**src/rtl/divide_remainder_if.sv**
```systemverilog
// rtl/divide_remainder_if.sv - request/result bundle for the 2W-by-W divider
interface divide_remainder_if #(
  parameter int DATA_WIDTH = 64
);
  logic                  start;
  logic [DATA_WIDTH-1:0] n_hi;
  logic [DATA_WIDTH-1:0] n_lo;
  logic [DATA_WIDTH-1:0] d;
  logic                  ready;
  logic                  done;
  logic [DATA_WIDTH-1:0] q;
  logic [DATA_WIDTH-1:0] r;
  logic                  err;

  // requester side: issues operands and start, observes status and results
  modport master (
    output start, n_hi, n_lo, d,
    input  ready, done, q, r, err
  );

  // divider side
  modport slave (
    input  start, n_hi, n_lo, d,
    output ready, done, q, r, err
  );
endinterface

```
**src/rtl/divide_remainder.sv**
```systemverilog
// rtl/divide_remainder.sv - sequential restoring divider, {n_hi,n_lo} / d -> q, r
module divide_remainder #(
  parameter int DATA_WIDTH = 64
) (
  input  logic               clk,
  input  logic               rst_n,
  divide_remainder_if.slave  bus
);

  localparam int                CW   = $clog2(DATA_WIDTH) + 1;
  localparam logic [CW-1:0]     LAST = CW'(DATA_WIDTH - 1);

  typedef enum logic [1:0] {
    IDLE = 2'd0,
    RUN  = 2'd1,
    DONE = 2'd2
  } state_t;

  state_t                state;
  logic [DATA_WIDTH:0]   rem;     // partial remainder, one guard bit wide
  logic [DATA_WIDTH-1:0] quo;     // dividend low word shifting out, quotient bits shifting in
  logic [DATA_WIDTH-1:0] div;     // divisor captured at acceptance
  logic [CW-1:0]         cnt;     // iteration counter

  logic [DATA_WIDTH:0]   shifted;
  logic [DATA_WIDTH:0]   diff;
  logic                  ge;
  logic [DATA_WIDTH:0]   rem_next;
  logic [DATA_WIDTH-1:0] quo_next;
  logic                  bad_req;

  assign bus.ready = (state == IDLE);

  // Division by zero, or n_hi >= d, would need a quotient wider than one word.
  assign bad_req = (bus.d == '0) || (bus.n_hi >= bus.d);

  // One restoring step: shift {rem,quo} left, subtract the divisor when it fits.
  // A set guard bit means the shifted value exceeds any divisor, so it forces a subtract.
  always_comb begin
    shifted  = {rem[DATA_WIDTH-1:0], quo[DATA_WIDTH-1]};
    diff     = shifted - {1'b0, div};
    ge       = rem[DATA_WIDTH] | (shifted >= {1'b0, div});
    rem_next = ge ? diff : shifted;
    quo_next = {quo[DATA_WIDTH-2:0], ge};
  end

  // Control FSM with registered results and done pulse.
  always_ff @(posedge clk or negedge rst_n) begin
    if (!rst_n) begin
      state    <= IDLE;
      rem      <= '0;
      quo      <= '0;
      div      <= '0;
      cnt      <= '0;
      bus.done <= 1'b0;
      bus.q    <= '0;
      bus.r    <= '0;
      bus.err  <= 1'b0;
    end else begin
      bus.done <= 1'b0;
      case (state)
        IDLE: begin
          if (bus.start) begin
            if (bad_req) begin
              bus.err <= 1'b1;
              bus.q   <= '0;
              bus.r   <= '0;
              state   <= DONE;
            end else begin
              bus.err <= 1'b0;
              rem     <= {1'b0, bus.n_hi};
              quo     <= bus.n_lo;
              div     <= bus.d;
              cnt     <= '0;
              state   <= RUN;
            end
          end
        end
        RUN: begin
          rem <= rem_next;
          quo <= quo_next;
          cnt <= cnt + CW'(1);
          if (cnt == LAST) begin
            bus.q   <= quo_next;
            bus.r   <= rem_next[DATA_WIDTH-1:0];
            // The remainder always fits one word once n_hi < d; a set top bit
            // here could only come from a quotient overflow.
            bus.err <= rem_next[DATA_WIDTH];
            state   <= DONE;
          end
        end
        DONE: begin
          bus.done <= 1'b1;
          state    <= IDLE;
        end
        default: state <= IDLE;
      endcase
    end
  end

endmodule

```
**src/flat_wrapper.sv**
```systemverilog
// flat-port wrapper written by rule: the top's interface ports become plain ports
module divide_remainder_flat 
#(
  parameter int DATA_WIDTH = 64
)
  (clk, rst_n, bus_start, bus_n_hi, bus_n_lo, bus_d, bus_ready, bus_done, bus_q, bus_r, bus_err);
  divide_remainder_if #(.DATA_WIDTH(DATA_WIDTH)) bus_i ();
  input  logic clk;
  input  logic rst_n;
  input wire logic [$bits(bus_i.start)-1:0] bus_start;
  input wire logic [$bits(bus_i.n_hi)-1:0] bus_n_hi;
  input wire logic [$bits(bus_i.n_lo)-1:0] bus_n_lo;
  input wire logic [$bits(bus_i.d)-1:0] bus_d;
  output wire logic [$bits(bus_i.ready)-1:0] bus_ready;
  output wire logic [$bits(bus_i.done)-1:0] bus_done;
  output wire logic [$bits(bus_i.q)-1:0] bus_q;
  output wire logic [$bits(bus_i.r)-1:0] bus_r;
  output wire logic [$bits(bus_i.err)-1:0] bus_err;
  assign bus_i.start = bus_start;
  assign bus_i.n_hi = bus_n_hi;
  assign bus_i.n_lo = bus_n_lo;
  assign bus_i.d = bus_d;
  assign bus_ready = bus_i.ready;
  assign bus_done = bus_i.done;
  assign bus_q = bus_i.q;
  assign bus_r = bus_i.r;
  assign bus_err = bus_i.err;
  divide_remainder #(.DATA_WIDTH(DATA_WIDTH)) u_core (.clk(clk), .rst_n(rst_n), .bus(bus_i));
endmodule
```
**config.mk**
```make
export PLATFORM = sky130hd
export DESIGN_NAME = divide_remainder_flat
export DESIGN_NICKNAME = d
export VERILOG_FILES = /design/src/rtl/divide_remainder_if.sv /design/src/rtl/divide_remainder.sv /design/src/flat_wrapper.sv
export SDC_FILE = /design/constraint.sdc
export NUM_CORES = 1
export LEC_CHECK = 0
export BUFFER_PORTS_ARGS = -buffer_cell sky130_fd_sc_hd__buf_4
export CAP_MARGIN = 15
export CORE_MARGIN = 4
export CORE_UTILIZATION = 35
export DETAILED_ROUTE_END_ITERATION = 10
export PLACE_DENSITY = 0.64
export SLEW_MARGIN = 20
export SYNTH_ARGS = -nofsm -noshare
export SYNTH_HDL_FRONTEND = slang
export SYNTH_SLANG_ARGS = --single-unit
```
**constraint.sdc**
```tcl
create_clock -name clk -period 3.3 [get_ports clk]
set_input_delay 0.165 -clock clk [delete_from_list [all_inputs] [get_ports clk]]
set_output_delay 0.165 -clock clk [all_outputs]
set_load 0.02 [all_outputs]
```
==> results.sh <==
export IMPL_outcome="finished, final reports clean"
export IMPL_die_height_um=247.5
export IMPL_grt_setup_unrepaired="yes"
export IMPL_max_freq_mhz=304.4
export IMPL_synthesized_area_divided_by_synthesized_cell_count_um2=8.747
export IMPL_synth_largest_area_cell="dfrtp_1"
export IMPL_clock_skew_final_ns=0.02466
export IMPL_clk_path_buf_depth=3
export IMPL_report_final_hold_viol_count=0
export IMPL_routed_wire_length_per_instance_um=19.70
export IMPL_max_cap_viol_count=0
export IMPL_drt_total_wl_um=74090
export IMPL_numCtsBuffers=39
export IMPL_first_global_vias=20030
export IMPL_power_density_cell_area_nw_per_um2=1176
export IMPL_top_level_i_o_count=326
export IMPL_initial_utilization_pct=35.46
export IMPL_yosys_cell_types_count=75
export IMPL_seq_area_frac_synth_pct=41.39
export IMPL_worst_hold_startpoint="bus_n_hi[48]"
export IMPL_cts_sink_count=332
export IMPL_routed_via_count=19880
export IMPL_finalNonFillerCells=3761
export IMPL_timing_final_setup_violations=0
export IMPL_hold_path_class="in2reg"
export IMPL_ff2ff_setup_slack_ns=0.01
export IMPL_postSynthRegisterBits=332
export IMPL_worst_slew_pin_transition_ns=0.8134
export IMPL_grt_total_usage_pct=22.78
export IMPL_h_tree_levels=2
export IMPL_path_clk_slew_ns=0.06
export IMPL_number_of_input_and_output_port_buffers_inserted=325
export IMPL_min_period_ns=3.285
export IMPL_core_area_um2=56600
export IMPL_cp_cell_sequence="inv_1 -> ha_1 -> inv_1 -> fa_2 -> a21o_1 -> a221o_1 -> a21oi_2 -> o211ai_1 -> buf_4 -> a21o_1 -> a221o_1 -> a211o_1 -> nand3_1 -> a21o_1 -> o21ai_1"
export IMPL_die_x_um=247.5
export IMPL_crit_type="reg2reg"
export IMPL_power_ir_vdd_worst_mv=0.5117
export IMPL_yosysMostFrequentCell="nand2_1"
export IMPL_ys_top_cells_by_area="dfrtp_1 41%, o21ai_0 8.3%, ha_1 8.0%"
export IMPL_start_kind="flip-flop"
export IMPL_cpMaxStageDelayCell="dfrtp_1"
export IMPL_clock_insertion_delay_worst_skew_ns=0.57
export IMPL_grt_first_pass_wirelength_um=110900
export IMPL_max_transition_viols_final=0
export IMPL_reg2regPathDepth=15
export IMPL_cp_common_cell="a21o_1"
export IMPL_place_detailed_instances=3481
export IMPL_clock_root_buffer="clkbuf_16"
export IMPL_firstDrtPassIters=7
export IMPL_synth_cell_count_leaders="405 x nand2_1, 333 x o21ai_0, 332 x dfrtp_1, 144 x inv_1, 129 x ha_1"
export IMPL_critical_path_n_buffers_inverters=3
export IMPL_global_route_total_overflow=0
export IMPL_r2r_start="u_core.quo[63]"
export IMPL_critical_path_endpoint="u_core.rem[32]"
export IMPL_netlist_area_leader_share_pct=41.39
export IMPL_floorplan_rows=87
export IMPL_cp_num_cells=15
export IMPL_cellLeakagePower_uw=0.01415
export IMPL_proportion_of_layout_cells_with_a_drive_suffix_above_1_pct=27.65
export IMPL_crit_path_max_incr_delay_ns=0.39
export IMPL_remaining_drc_errors=0
export IMPL_async_flop_share_pct=100.0
export IMPL_dr_first_iter_drc_count=1287
export IMPL_num_nets_final=3302
export IMPL_mappedNetlistArea_um2=20070
export IMPL_crit_fanout=3
export IMPL_dpl_hpwl_um=53330
export IMPL_crit_required_ns=3.72
export IMPL_synth_enable_flop_cells=0
export IMPL_syn_num_nets=2620
export IMPL_floorplan_die_area_um2=61250
export IMPL_vias_per_cell=5.286
export IMPL_yosysWarningCount=0
export IMPL_timing_max_slew_rel_slack_pct=45.27
export IMPL_cp_data_arrival_time_ns=3.71
export IMPL_setup_tns_ns=0
export IMPL_area_growth_syn_to_layout_pct=44.68
export IMPL_postSynth_topFlopCell="dfrtp_1"
export IMPL_clock_tree_from_tritoncts="done"
export IMPL_gp_routability_congestion=0.9862
export IMPL_r2r_end="u_core.rem[32]"
export IMPL_grt_antenna_before_repair=2
export IMPL_syn_instance_count=2295
export IMPL_postRouteAntennaNets=0
export IMPL_worst_setup_path_end_kind="flip-flop"
export IMPL_grt_max_degree=162
export IMPL_fin_crit_sh_pct=99.56
export IMPL_startpoint="u_core.quo[63]"
export IMPL_cpLargestDelayFamily="compound AO/OA/AOI/OAI gates"
## layout by cell type, fill, tap and decap left out, types with 78 or more instances in the layout
cell type      Yosys  layout
buf_4              3     561
mux2i_1          101      97
nor2_1            84      78
ha_1             129     114
dfrtp_1          332     332
dlygate4sd3_1      0     175
a21oi_1           99      84
o21ai_0          333     318
inv_1            144     143
nand2_1          405     405
## state kept, by name, indices dropped and copies added, names as in the netlist
name and count:
u_core.bus.done 1, u_core.bus.err 1, u_core.bus.q 64, u_core.bus.r 64, u_core.cnt 7, u_core.div 64
u_core.quo 64, u_core.rem 65, u_core.state 2
## per-stage QoR
stage                     util, %  setup WS, ns  hold slack [ns]  total power (uW)  cell area, um^2
final                       51.31       0.01453          0.02039             34140            29040
after global routing        51.30       -0.1057          0.03020             36630            29040
after CTS                   49.67     -0.007120        0.0002498             32700            28120
after detailed placement    44.10       -0.2018           0.1953             27730            24960
after global placement      44.10       -0.1861           0.1826             27370            24960
after floorplan                 -        0.1749          -0.1306             19740            20070
## kinds of logic after synthesis
logic type	after synthesis	synth area share (%)
adders and majority gates	130	8.140
DFF	332	41.39
xor gates and xnor gates	52	2.269
AOI/OAI and AO/OA	671	19.53
buffers and inverters	279	5.778
muxes	155	8.084
and+or+nand+nor	676	14.81
## power breakdown
group / total [uW] / internal, uW / switching, uW
logic: 22600 / 9780 / 12800
clock network: 4410 / 2610 / 1800
registers: 7130 / 5950 / 1180
## repair_timing
action / 4_1_cts / 5_1_grt
setup endpoints to repair: 37 / 322
setup buffers: 3 / 25
pin swaps: 14 / 33
cloned: 0 / 7
hold buffers: 176 / 0
resized for setup: 15 / 114
hold endpoints to repair: 239 / 0
## worst register-to-register path, cell delays in order, from the launching register on
cell	delay (ns)
dfrtp_1	0.39
inv_1	0.06
ha_1	0.15
inv_1	0.06
fa_2	0.34
a21o_1	0.18
a221o_1	0.36
a21oi_2	0.20
o211ai_1	0.18
buf_4	0.20
a21o_1	0.17
a221o_1	0.30
a211o_1	0.27
nand3_1	0.09
a21o_1	0.13
o21ai_1	0.07
## final cells by class
| type | instances | area, um^2 |
|---|---|---|
| diodes | 3 | 7.507 |
| clock buffers | 51 | 1112 |
| clock inverters | 15 | 181.4 |
| fillers | 5176 | 27560 |
| inverters | 144 | 540.5 |
| multi-input cells | 1684 | 11210 |
| flip-flops and latches | 332 | 8308 |
| well taps | 756 | 945.9 |
| repair buffers | 776 | 6733 |
## worst min path at each step
| stage | cells after the start | to |
|---|---|---|
| after global placement | 1 | u_core.quo[16] |
| final | 4 | u_core.rem[48] |
| after CTS | 4 | u_core.rem[48] |
| after detailed placement | 1 | u_core.quo[16] |
| after floorplan | 0 | u_core.bus.done |
| after global routing | 4 | u_core.rem[40] |
## routing by layer
layer	track usage (%)	routed length [um]	vias to the layer above
met5	0	13	-
met4	8.163	2869	2
met3	4.073	4688	157
met2	37.45	34740	656
met1	30.27	31770	9652
li1	-	-	9415
Note: power is estimated with default switching activity, not from simulation.
